## src/rtl/clint_slave.sv

```systemverilog
// CLINT register responder: owns mtime/mtimecmp, advances mtime on a prescaled tick,
// answers single-beat reads and byte-masked writes, and drives a registered timer-pending level.
module clint_slave #(
    parameter logic [63:0] BASE     = 64'h0200_0000,
    parameter int          PRESCALE = 1
) (
    input  logic        clk,
    input  logic        rst,
    input  logic        req_valid,
    output logic        req_ready,
    input  logic [63:0] req_addr,
    input  logic        req_wen,
    input  logic [63:0] req_wdata,
    input  logic [7:0]  req_wmask,
    output logic        resp_valid,
    input  logic        resp_ready,
    output logic [63:0] resp_rdata,
    output logic        resp_err,
    output logic        mtip,
    output logic [63:0] mtime_o
);

    typedef enum logic {IDLE, RESP} state_t;

    localparam logic [15:0] PRESC_LAST = 16'(PRESCALE - 1);
    localparam logic [63:0] ADDR_CMP   = BASE + 64'h4000;
    localparam logic [63:0] ADDR_TIME  = BASE + 64'hBFF8;

    state_t      state_reg, state_next;
    logic [15:0] presc_reg;
    logic [63:0] mtime_reg, mtimecmp_reg, rdata_reg;
    logic        err_reg, mtip_reg;

    logic        tick, accept, hit_cmp, hit_time, wr_cmp, wr_time;
    logic [63:0] cmp_merged, time_merged, rdata_next;

    assign tick     = (presc_reg == PRESC_LAST);
    assign accept   = req_valid && (state_reg == IDLE);
    assign hit_cmp  = (req_addr == ADDR_CMP);
    assign hit_time = (req_addr == ADDR_TIME);
    assign wr_cmp   = accept && req_wen && hit_cmp;
    assign wr_time  = accept && req_wen && hit_time;

    // Byte-lane merge of write data into the current register contents
    genvar gi;
    generate
        for (gi = 0; gi < 8; gi++) begin : g_merge
            assign cmp_merged[8*gi +: 8]  = req_wmask[gi] ? req_wdata[8*gi +: 8] : mtimecmp_reg[8*gi +: 8];
            assign time_merged[8*gi +: 8] = req_wmask[gi] ? req_wdata[8*gi +: 8] : mtime_reg[8*gi +: 8];
        end
    endgenerate

    always_comb begin
        rdata_next = 64'd0;
        if (!req_wen && hit_cmp)
            rdata_next = mtimecmp_reg;
        else if (!req_wen && hit_time)
            rdata_next = mtime_reg;
    end

    always_ff @(posedge clk) begin
        if (rst) begin
            presc_reg    <= 16'd0;
            mtime_reg    <= 64'd0;
            mtimecmp_reg <= '1;
            mtip_reg     <= 1'b0;
            rdata_reg    <= 64'd0;
            err_reg      <= 1'b0;
        end else begin
            presc_reg <= tick ? 16'd0 : presc_reg + 16'd1;
            // A software write to mtime overrides the increment of a coincident tick
            if (wr_time)
                mtime_reg <= time_merged;
            else if (tick)
                mtime_reg <= mtime_reg + 64'd1;
            if (wr_cmp)
                mtimecmp_reg <= cmp_merged;
            mtip_reg <= (mtime_reg >= mtimecmp_reg);
            if (accept) begin
                rdata_reg <= rdata_next;
                err_reg   <= !(hit_cmp || hit_time);
            end
        end
    end

    always_ff @(posedge clk) begin
        if (rst)
            state_reg <= IDLE;
        else
            state_reg <= state_next;
    end

    always_comb begin
        state_next = state_reg;
        req_ready  = 1'b0;
        resp_valid = 1'b0;
        case (state_reg)
            IDLE: begin
                req_ready = 1'b1;
                if (req_valid)
                    state_next = RESP;
            end
            RESP: begin
                resp_valid = 1'b1;
                if (resp_ready)
                    state_next = IDLE;
            end
            default: state_next = IDLE;
        endcase
    end

    assign resp_rdata = rdata_reg;
    assign resp_err   = err_reg;
    assign mtip       = mtip_reg;
    assign mtime_o    = mtime_reg;

endmodule

```

## config.mk

```make
export PLATFORM = sky130hd
export DESIGN_NAME = clint_slave
export DESIGN_NICKNAME = d
export VERILOG_FILES = /design/src/rtl/clint_slave.sv
export SDC_FILE = /design/constraint.sdc
export NUM_CORES = 1
export LEC_CHECK = 0
export CAP_MARGIN = 20
export CORE_ASPECT_RATIO = 1.2
export CORE_MARGIN = 2
export CORE_UTILIZATION = 54
export CTS_CLUSTER_SIZE = 20
export DETAILED_ROUTE_END_ITERATION = 8
export PLACE_DENSITY = 0.84
export SYNTH_ARGS = -nofsm -noshare
export SYNTH_HDL_FRONTEND = slang
export SYNTH_SLANG_ARGS = --single-unit
```

## constraint.sdc

```tcl
create_clock -name clk -period 5.95 [get_ports clk]
set_input_delay 1.4875 -clock clk [delete_from_list [all_inputs] [get_ports clk]]
set_output_delay 1.4875 -clock clk [all_outputs]
set_load 0.02 [all_outputs]
```

==> impl_metrics.tcl, run 1 <==
set metrics [dict create \
    placement_rows 57 \
    tns_ns 0 \
    dp_slack_ns 1.03 \
    avgRoutedWirePerCell_um 19.5 \
    grt_first_pass_wirelength_mm 60.9 \
    power.static_leakage_uw 0.00648 \
    cts_made_buffers 22 \
    hpwl_mm 26.6 \
    cts_hold_buffers 0 \
    critical_path.cell_chain "clkdlybuf4s50_1 -> nor4_1 -> nand4_1 -> nor4_2 -> nand2_1 -> nor2_4 -> buf_4 -> a221oi_1 -> nor2_1" \
    post_synth.cell_area_avg_um2 7.89 \
    routabilityCongestion 0.959 \
    post_drt_via_cell_ratio 6.36 \
    setup.worst_path.end_class "register" \
    final_period_minus_worst_setup_slack_ns 4.44 \
    layout.area.seq_um2 4220 \
    timing.max_cap.violations 0 \
    synth-async-reset-ratio_pct 0 \
    drcViolationCount 0 \
    cts_tree "done" \
    vias 12300 \
    finalSetupViolations 0 \
    number_of_antenna_violations_at_the_first_check_in_global_routing 0 \
    layout.filler_cells 1628 \
    ioPinCount 273 \
    cts.reportedPaths.clkPinSlew_ns 0.06 \
    critPathArrivalTime_ns 4.88 \
    drt-pass1-iter-count 7 \
    yosysUniqueCellTypes 61 \
    globalRouteOverflowTotal 0 \
    number_of_enable_type_register_cells_in_the_synthesized_netlist 0 \
    syn_inst 1432 \
    timing.hold.worst.class "reg -> reg" \
    worstPathRequired_ns 6.39 \
    synth.yosys.warnings 0 \
    via_count_of_the_first_global_routing_pass 12100 \
    num_antenna_cells 0 \
    vdd.ir_drop.worst_mv 0.188 \
    area_growth_pct 32.7 \
    worstPathMaxFanout 32 \
    critPathMaxStageDelay_ns 0.81 \
    worstSetupPathType "in -> reg" \
    most_frequent_cell_after_synthesis "sky130_fd_sc_hd__dfxtp_1" \
    synth_top_cells_by_count "sky130_fd_sc_hd__dfxtp_1 (211), sky130_fd_sc_hd__nand3_1 (173), sky130_fd_sc_hd__nand2_1 (148), sky130_fd_sc_hd__nor2_1 (127), sky130_fd_sc_hd__o21ai_0 (87)" \
    power_density_nw_per_um2 223 \
    slew_viol_final 0 \
    max_clock_freq_ghz 0.225 \
    cts_setup_buffers 0 \
    drt_iter0_drc 1106 \
    synth_sequential_area_ratio_pct 37.4 \
    yosys.area.top_type_share_pct 37.4 \
    worst-slew-pin-transition_ns 1.05 \
    worst_skew_pair.late_latency_ns 0.52 \
    synthesis.area_um2 11300 \
    synthDominantAreaCellType "sky130_fd_sc_hd__dfxtp_1" \
    die_h_um 162 \
    htree_levels 1 \
    synth_top_flop_cell "sky130_fd_sc_hd__dfxtp_1" \
    grt.total_usage_pct 33.6 \
    die_width_um 136 \
    multiInputGateArea_um2 6510 \
    run_status "finished, final reports clean" \
    synthTopCellsByArea "sky130_fd_sc_hd__dfxtp_1 (37%), sky130_fd_sc_hd__nand3_1 (7.7%), sky130_fd_sc_hd__ha_1 (7.4%)" \
    clkSinkCount 211 \
    design.die.area_um2 22100 \
    final_ws_setup_ns 1.51 \
    port-buffer-count 272 \
    power.total_uw 3340 \
    synth_seq_cells 211 \
    grt_start_max_net_pins 83 \
    grt_setup_unrepaired "false" \
    final_net_count 1864 \
    cts_buffer_depth 3 \
    post_route_skew_ns 0.0134 \
    bufs_and_invs_on_worst_path 2 \
    fraction_of_final_layout_cells_sized_beyond_drive_strength_1_pct 4.96 \
    post_cts_resized 0 \
    residual_antenna_violating_net_count_after_detailed_routing 0 \
    worst_slew_margin_rel_pct 29.7 \
    timing_hold_violations_final 0 \
    clockRootBuffer "sky130_fd_sc_hd__clkbuf_16" \
    startpoint_type "input port" \
    design.core.area_um2 20400 \
    post-route-period-util_pct 74.6 \
    path_delay_family "simple AND/OR/NAND/NOR gates" \
    initial_core_util_pct 55.4 \
    synthesis.nets 1640 \
    totalWireLength_mm 37.8 \
    critPathSlowestCell "sky130_fd_sc_hd__nor2_4" \
]
## final cells by class
class	instances	share of cell area [%]
clock buffer	28	4.23
clock inverter	12	1.12
inverter	73	1.84
multi-input combinational	1060	43.4
sequential	211	28.2
tap	265	2.21
timing repair buffer	288	19.0
## logic make-up (layout without fill, tap and decap cells)
kind of cell | after synthesis | count (layout) | synth area share (%)
and+or+nand+nor | 650 | 650 | 28.4
AOI/OAI and AO/OA | 318 | 318 | 19.0
DFF | 211 | 211 | 37.4
buffers and inverters | 161 | 401 | 5.62
adders and majority gates | 67 | 67 | 7.42
xor gates and xnor gates | 16 | 16 | 1.24
muxes | 9 | 9 | 0.908
## metrics by stage
step / util [%] / cells / hold WS (ns) / instance area [um^2]
6_report: 73.5 / 1937 / 0.483 / 15000
4_1_cts: 73.5 / 1936 / 0.486 / 15000
2_1_floorplan: - / 1432 / 0.438 / 11300
3_3_place_gp: 69.5 / 1896 / 0.457 / 14200
3_5_place_dp: 69.5 / 1896 / 0.475 / 14200
5_1_grt: 73.5 / 1937 / 0.508 / 15000
## per-layer routing
layer	GRT usage [%]	routed length (um)	up-vias	share of wire, %
li1	-	-	5741	-
met1	42.9	14900	5777	39
met2	57.2	18300	676	48
met3	4.73	3310	116	8.7
met4	13.0	1350	0	3.6
met5	0	0	-	0
## report_power, final
group | leakage [uW] | switching (uW) | internal (uW)
registers | 0.00171 | 20.2 | 1450
clock network | 0.000390 | 601 | 928
logic | 0.00438 | 174 | 173
## tightest hold or removal path, cell delays in order, from the launching register on
cell,delay [ns]
sky130_fd_sc_hd__dfxtp_1,0.32
sky130_fd_sc_hd__nand2_1,0.06
sky130_fd_sc_hd__nand3_1,0.06
## path summary, 6_finish.rpt
kind	end	slack, ns	depth (start not counted)	startpoint
setup / recovery	resp_rdata[15]	1.51	9	req_addr[29]
hold / removal	mtimecmp_reg[61]	0.48	2	mtimecmp_reg[61]
setup reg to reg	mtime_o[58]	2.64	8	mtime_o[0]
hold reg to reg	mtimecmp_reg[61]	0.48	2	mtimecmp_reg[61]
## placed cells by master, fill, tap and decap left out, drive strengths merged, types with 4 or more instances in the layout
cell	Yosys	layout
clkdlybuf4s50	0	271
dfxtp	211	211
nand3	173	173
nand2	148	148
nor2	127	127
o21ai	87	87
inv	72	73
a21oi	68	68
a221oi	67	67
ha	67	67
nor3	43	43
nand4	41	41
nor4	28	28
clkbuf	69	28
a211oi	25	25
and3	24	24
buf	19	17
and4	16	16
and2	16	16
o32ai	13	13
o211ai	10	10
xor2	9	9
a31oi	9	9
a21o	8	8
nor4b	8	8
xnor2	7	7
mux2	7	7
or3	6	6
nand2b	5	5
clkinv	1	5
a2111oi	5	5
a311oi	5	5
or2	4	4
a2bb2oi	4	4
bufinv	0	4
o31ai	4	4
Note: power is estimated with default switching activity, not from simulation.
==> inputs of run 2 (changes only) <==
--- a/config.mk
+++ b/config.mk
@@ -8,10 +8,10 @@
 export CAP_MARGIN = 20
 export CORE_ASPECT_RATIO = 1.2
 export CORE_MARGIN = 2
-export CORE_UTILIZATION = 54
+export CORE_UTILIZATION = 46
 export CTS_CLUSTER_SIZE = 20
 export DETAILED_ROUTE_END_ITERATION = 8
-export PLACE_DENSITY = 0.84
+export PLACE_DENSITY = 0.76
 export SYNTH_ARGS = -nofsm -noshare
 export SYNTH_HDL_FRONTEND = slang
 export SYNTH_SLANG_ARGS = --single-unit
==> constraint.sdc (replaced) <==
create_clock -name clk -period 3.73 [get_ports clk]
set_input_delay 0.9325 -clock clk [delete_from_list [all_inputs] [get_ports clk]]
set_output_delay 0.9325 -clock clk [all_outputs]
set_load 0.02 [all_outputs]
==> impl_metrics.tcl, run 2 (synthesis results as in run 1) <==
set metrics [dict create \
    finish.utilization_pct 63.7 \
    run_status "finished, final reports clean" \
    regToRegStartpoint "mtime_o[0]" \
    grt_start_max_net_pins 70 \
    setup.worst_path.end_class "register" \
    worst_skew_pair.late_latency_ns 0.51 \
    residual_antenna_violating_net_count_after_detailed_routing 0 \
    max_clock_freq_ghz 0.301 \
    cts_hold_buffers 0 \
    timing.hold.worst_path_depth 1 \
    vdd.ir_drop.worst_mv 0.284 \
    avgRoutedWirePerCell_um 19.1 \
    startpoint_type "input port" \
    most_common_library_cell_in_the_layout_ignoring_fill_and_taps "sky130_fd_sc_hd__clkdlybuf4s50_1" \
    crit_path_frequent_cell "sky130_fd_sc_hd__nor4_1" \
    clockRootBuffer "sky130_fd_sc_hd__clkbuf_16" \
    drt_iter0_drc 965 \
    post_cts_resized 0 \
    clkSinkCount 211 \
    worstSetupPathType "in -> reg" \
    die_width_um 147 \
    num_antenna_cells 0 \
    grt_setup_unrepaired "false" \
    grt_first_pass_wirelength_mm 62.3 \
    initial_core_util_pct 47.0 \
    placement_rows 62 \
    via_count_of_the_first_global_routing_pass 12000 \
    layout.cells.non_filler 2029 \
    htree_levels 1 \
    hpwl_mm 28.1 \
    timing.hold.worst.class "reg -> reg" \
    reg2reg_slack_ns 0.67 \
    worst_r2r_endpoint "mtime_o[58]" \
    critPathArrivalTime_ns 3.76 \
    number_of_antenna_violations_at_the_first_check_in_global_routing 0 \
    final_net_count 1901 \
    design.die.area_um2 25800 \
    dpl-instance-area_um2 14600 \
    cts.reportedPaths.clkPinSlew_ns 0.07 \
    cts_tree "done" \
    die_h_um 176 \
    cts_setup_buffers 0 \
    timing_hold_violations_final 0 \
    dp_cells 1989 \
    critPathSlowestCell "sky130_fd_sc_hd__or4_4" \
    area_growth_pct 35.6 \
    cts_buffer_depth 3 \
    fraction_of_final_layout_cells_sized_beyond_drive_strength_1_pct 6.55 \
    worstPathRequired_ns 4.17 \
    worst-slew-pin-transition_ns 0.802 \
    vias 12300 \
    hold_end "presc_reg[0]" \
    cts_made_buffers 22 \
    slew_viol_final 0 \
    worst_slew_margin_rel_pct 46.0 \
    path_delay_family "simple AND/OR/NAND/NOR gates" \
    bufs_and_invs_on_worst_path 2 \
    post_drt_via_cell_ratio 6.07 \
    setup.worst_path.start "req_addr[57]" \
    worst-r2r-cell-count 8 \
    grt.total_usage_pct 29.2 \
    design.core.area_um2 24000 \
    critPathMaxStageDelay_ns 0.64 \
    drt-pass1-iter-count 6 \
    power.static_leakage_uw 0.00665 \
    fin_hold_ws_ns 0.476 \
    power_density_nw_per_um2 331 \
    globalRouteOverflowTotal 0 \
    port-buffer-count 272 \
    worstPathMaxFanout 18 \
    power.total_uw 5060 \
    hold_path.startpoint "presc_reg[0]" \
    post_route_skew_ns 0.00894 \
    post-route-period-util_pct 89.0 \
    timing.max_cap.violations 0 \
    routabilityCongestion 0.922 \
    totalWireLength_mm 38.8 \
    drcViolationCount 0 \
    ioPinCount 273 \
    post_layout_inst_area_um2 15300 \
    critical_path.cell_chain "clkdlybuf4s50_1 -> nor4_1 -> nand4_1 -> or4_4 -> o31ai_4 -> buf_4 -> nor4_1 -> a211o_1 -> a21oi_1" \
    most_frequent_cells_in_the_layout "sky130_fd_sc_hd__clkdlybuf4s50_1 (271), sky130_fd_sc_hd__dfxtp_1 (211), sky130_fd_sc_hd__nand3_1 (173), sky130_fd_sc_hd__nand2_1 (147), sky130_fd_sc_hd__nor2_1 (125)" \
    final_period_minus_worst_setup_slack_ns 3.32 \
    finalSetupViolations 0 \
]
-- run 2: area by class of cell --
type / instances / area (um^2)
Clock buffer: 38 / 692
Clock inverter: 2 / 10.0
Fill cell: 2070 / 8730
Inverter: 73 / 277
Multi-Input combinational cell: 1060 / 6510
Sequential cell: 211 / 4220
Tap cell: 320 / 400
Timing Repair Buffer: 325 / 3200
-- run 2: stage by stage --
stage | worst slack (ns) | setup TNS, ns
after CTS | 0.445 | 0
after global placement | -0.00497 | -0.0213
after floorplan | 0.648 | 0
after global routing | 0.130 | 0
after detailed placement | -0.0662 | -1.02
final | 0.411 | 0
-- run 2: worst max path at each step --
stage	endpoint	slack (ns)	cells past startpoint
floorplan	mtime_o[6]	0.65	8
global placement	mtimecmp_reg[46]	-0.005	9
detailed placement	mtime_o[54]	-0.07	9
CTS	mtime_o[54]	0.45	9
global route	mtime_o[49]	0.13	9
finish	mtime_o[54]	0.41	9
-- run 2: per-layer routing --
layer	share of wire, %	vias to the layer above	global-route usage, %
met1	42	5877	37.9
li1	-	5822	-
met3	7.6	71	4.57
met4	2.3	0	9.29
met2	48	539	49.7
met5	0	-	0
-- run 2: where the power goes --
part | total (uW) | switching (uW) | internal, uW
combinational | 560 | 278 | 282
sequential | 2340 | 30.3 | 2310
clock | 2170 | 915 | 1250
total | 5060 | 1220 | 3840
-- run 2: worst register-to-register path: stages (launching register included) --
cell                       delay (ns)
sky130_fd_sc_hd__dfxtp_1         0.47
sky130_fd_sc_hd__ha_1            0.26
sky130_fd_sc_hd__nand3_1         0.19
sky130_fd_sc_hd__and2b_1         0.30
sky130_fd_sc_hd__nand3_1         0.18
sky130_fd_sc_hd__or2_2           0.45
sky130_fd_sc_hd__nor4_1          0.73
sky130_fd_sc_hd__a211oi_1        0.16
sky130_fd_sc_hd__a211oi_1        0.24
==> inputs of run 3 (changes only) <==
--- a/config.mk
+++ b/config.mk
@@ -9,6 +9,7 @@
 export CORE_ASPECT_RATIO = 1.2
 export CORE_MARGIN = 2
 export CORE_UTILIZATION = 46
+export CTS_BUF_LIST = sky130_fd_sc_hd__clkbuf_16
 export CTS_CLUSTER_SIZE = 20
 export DETAILED_ROUTE_END_ITERATION = 8
 export PLACE_DENSITY = 0.76
==> impl_metrics.tcl, run 3 (synthesis results as in run 1) <==
set metrics [dict create \
    cts_hold_buffers 0 \
    vdd.ir_drop.worst_mv 0.284 \
    totalWireLength_mm 38.6 \
    critPathSlowestCell "sky130_fd_sc_hd__or4_4" \
    power.sequential.fraction_pct 47.6 \
    post_route_skew_ns 0.00808 \
    critPathMaxStageDelay_ns 0.64 \
    p_sw_share_pct 24.7 \
    cts.reportedPaths.clkPinSlew_ns 0.07 \
    timing_hold_violations_final 0 \
    multiInputGateArea_um2 6510 \
    avgRoutedWirePerCell_um 19.0 \
    worstSetupPathType "in -> reg" \
    post_drt_via_cell_ratio 6.04 \
    grt.total_usage_pct 29.1 \
    cts_buffer_depth 3 \
    dr.max_layer_used "met4" \
    startpoint_type "input port" \
    post_cts_resized 0 \
    die_h_um 176 \
    path_delay_family "simple AND/OR/NAND/NOR gates" \
    grt_start_max_net_pins 70 \
    worstPathMaxFanout 18 \
    finalSetupViolations 0 \
    crit_path_frequent_cell "sky130_fd_sc_hd__nor4_1" \
    dpl-instance-area_um2 14600 \
    comb_power_share_pct 11.4 \
    port-buffer-count 272 \
    power_density_nw_per_um2 321 \
    worst_slew_margin_rel_pct 42.3 \
    clkSinkCount 211 \
    initial_core_util_pct 47.0 \
    placement_rows 62 \
    htree_levels 1 \
    clockRootBuffer "sky130_fd_sc_hd__clkbuf_16" \
    power.total_uw 4900 \
    most_common_library_cell_in_the_layout_ignoring_fill_and_taps "sky130_fd_sc_hd__clkdlybuf4s50_1" \
    vias 12300 \
    grt_first_pass_wirelength_mm 62.2 \
    number_of_antenna_violations_at_the_first_check_in_global_routing 0 \
    final_period_minus_worst_setup_slack_ns 3.33 \
    wl_met3_mm 2.92 \
    power.static_leakage_uw 0.00665 \
    routabilityCongestion 0.922 \
    slew_viol_final 0 \
    cts_made_buffers 22 \
    power.share.clock_pct 41.0 \
    worst_skew_pair.late_latency_ns 0.51 \
    layout.filler_cells 2086 \
    setup.worst_path.end_class "register" \
    globalRouteOverflowTotal 0 \
    die_width_um 147 \
    design.core.area_um2 24000 \
    timing.max_cap.violations 0 \
    worstPathRequired_ns 4.17 \
    bufs_and_invs_on_worst_path 2 \
    run_status "finished, final reports clean" \
    via_count_of_the_first_global_routing_pass 11900 \
    drt-pass1-iter-count 5 \
    area_growth_pct 35.0 \
    drcViolationCount 0 \
    power.switching_uw 1210 \
    routed-wl-met2_mm 18.6 \
    max_clock_freq_ghz 0.300 \
    layout.area.seq_um2 4220 \
    num_antenna_cells 0 \
    post-route-period-util_pct 89.2 \
    design.die.area_um2 25800 \
    final_net_count 1901 \
    residual_antenna_violating_net_count_after_detailed_routing 0 \
    drt_iter0_drc 982 \
    grt_setup_unrepaired "false" \
    post_layout_inst_area_um2 15300 \
    p_int_uw 3690 \
    ioPinCount 273 \
    worst-slew-pin-transition_ns 0.857 \
    fraction_of_final_layout_cells_sized_beyond_drive_strength_1_pct 6.20 \
    most_frequent_cells_in_the_layout "sky130_fd_sc_hd__clkdlybuf4s50_1 (271), sky130_fd_sc_hd__dfxtp_1 (211), sky130_fd_sc_hd__nand3_1 (173), sky130_fd_sc_hd__nand2_1 (147), sky130_fd_sc_hd__nor2_1 (125)" \
    cts_tree "done" \
    cts_setup_buffers 0 \
    timing.hold.worst.class "reg -> reg" \
    critical_path.cell_chain "clkdlybuf4s50_1 -> nor4_1 -> nand4_1 -> or4_4 -> o31ai_4 -> buf_4 -> nor4_1 -> a211o_1 -> a21oi_1" \
    critPathArrivalTime_ns 3.76 \
    hpwl_mm 28.1 \
    wl_met1_mm 16.3 \
]
run 3: cell types whose count changed in the layout (fill, tap and decap cells not counted), sizes merged:
| cell | change |
|---|---|
| inv | +9 |
| clkbuf | -15 |
| clkinv | +6 |
run 3: power groups by stage:
| stage | sequential [uW] | combinational (uW) | clock, uW |
|---|---|---|---|
| after floorplan | 2450 | 158 | 0 |
| after global placement | 2380 | 551 | 0 |
| after detailed placement | 2380 | 555 | 0 |
| after CTS | 2340 | 558 | 2040 |
| after global routing | 2340 | 596 | 2130 |
| final | 2340 | 559 | 2010 |
run 3: final cells by class:
cell class | instances | area share [%]
Multi-Input combinational cell | 1060 | 42.7
Timing Repair Buffer | 325 | 21.0
Tap cell | 320 | 2.62
Inverter | 73 | 1.81
Clock inverter | 17 | 0.435
Clock buffer | 23 | 3.77
Sequential cell | 211 | 27.7
run 3: final timing paths:
check / from / end / slack, ns / cells past startpoint
worst max-delay path: req_addr[57] / mtime_o[54] / 0.40 / 9
worst min-delay path: presc_reg[0] / presc_reg[0] / 0.48 / 1
worst max register to register: mtime_o[0] / mtime_o[58] / 0.64 / 8
worst min register to register: presc_reg[0] / presc_reg[0] / 0.48 / 1
run 3: worst reg2reg max path, cell delays in order, from the launching register on:
cell	delay, ns
sky130_fd_sc_hd__dfxtp_1	0.47
sky130_fd_sc_hd__ha_1	0.25
sky130_fd_sc_hd__nand3_1	0.19
sky130_fd_sc_hd__and2b_1	0.30
sky130_fd_sc_hd__nand3_1	0.17
sky130_fd_sc_hd__or2_2	0.45
sky130_fd_sc_hd__nor4_1	0.76
sky130_fd_sc_hd__a211oi_1	0.16
sky130_fd_sc_hd__a211oi_1	0.24
run 3: metal layers:
layer | vias to the layer above | global-route usage (%)
li1 | 5834 | -
met1 | 5805 | 37.9
met2 | 553 | 49.8
met3 | 69 | 4.36
met4 | 0 | 8.85
met5 | - | 0
run 3: through the flow:
stage / setup slack [ns] / hold WS (ns) / utilization, % / TNS [ns] / std cells
final: 0.401 / 0.477 / 63.4 / 0 / 2029
after global routing: 0.129 / 0.500 / 63.4 / 0 / 2029
after CTS: 0.451 / 0.475 / 63.4 / 0 / 2029
after detailed placement: -0.0662 / 0.461 / 60.8 / -1.02 / 1989
after global placement: -0.00497 / 0.455 / 60.8 / -0.0213 / 1989
after floorplan: 0.648 / 0.438 / - / 0 / 1432
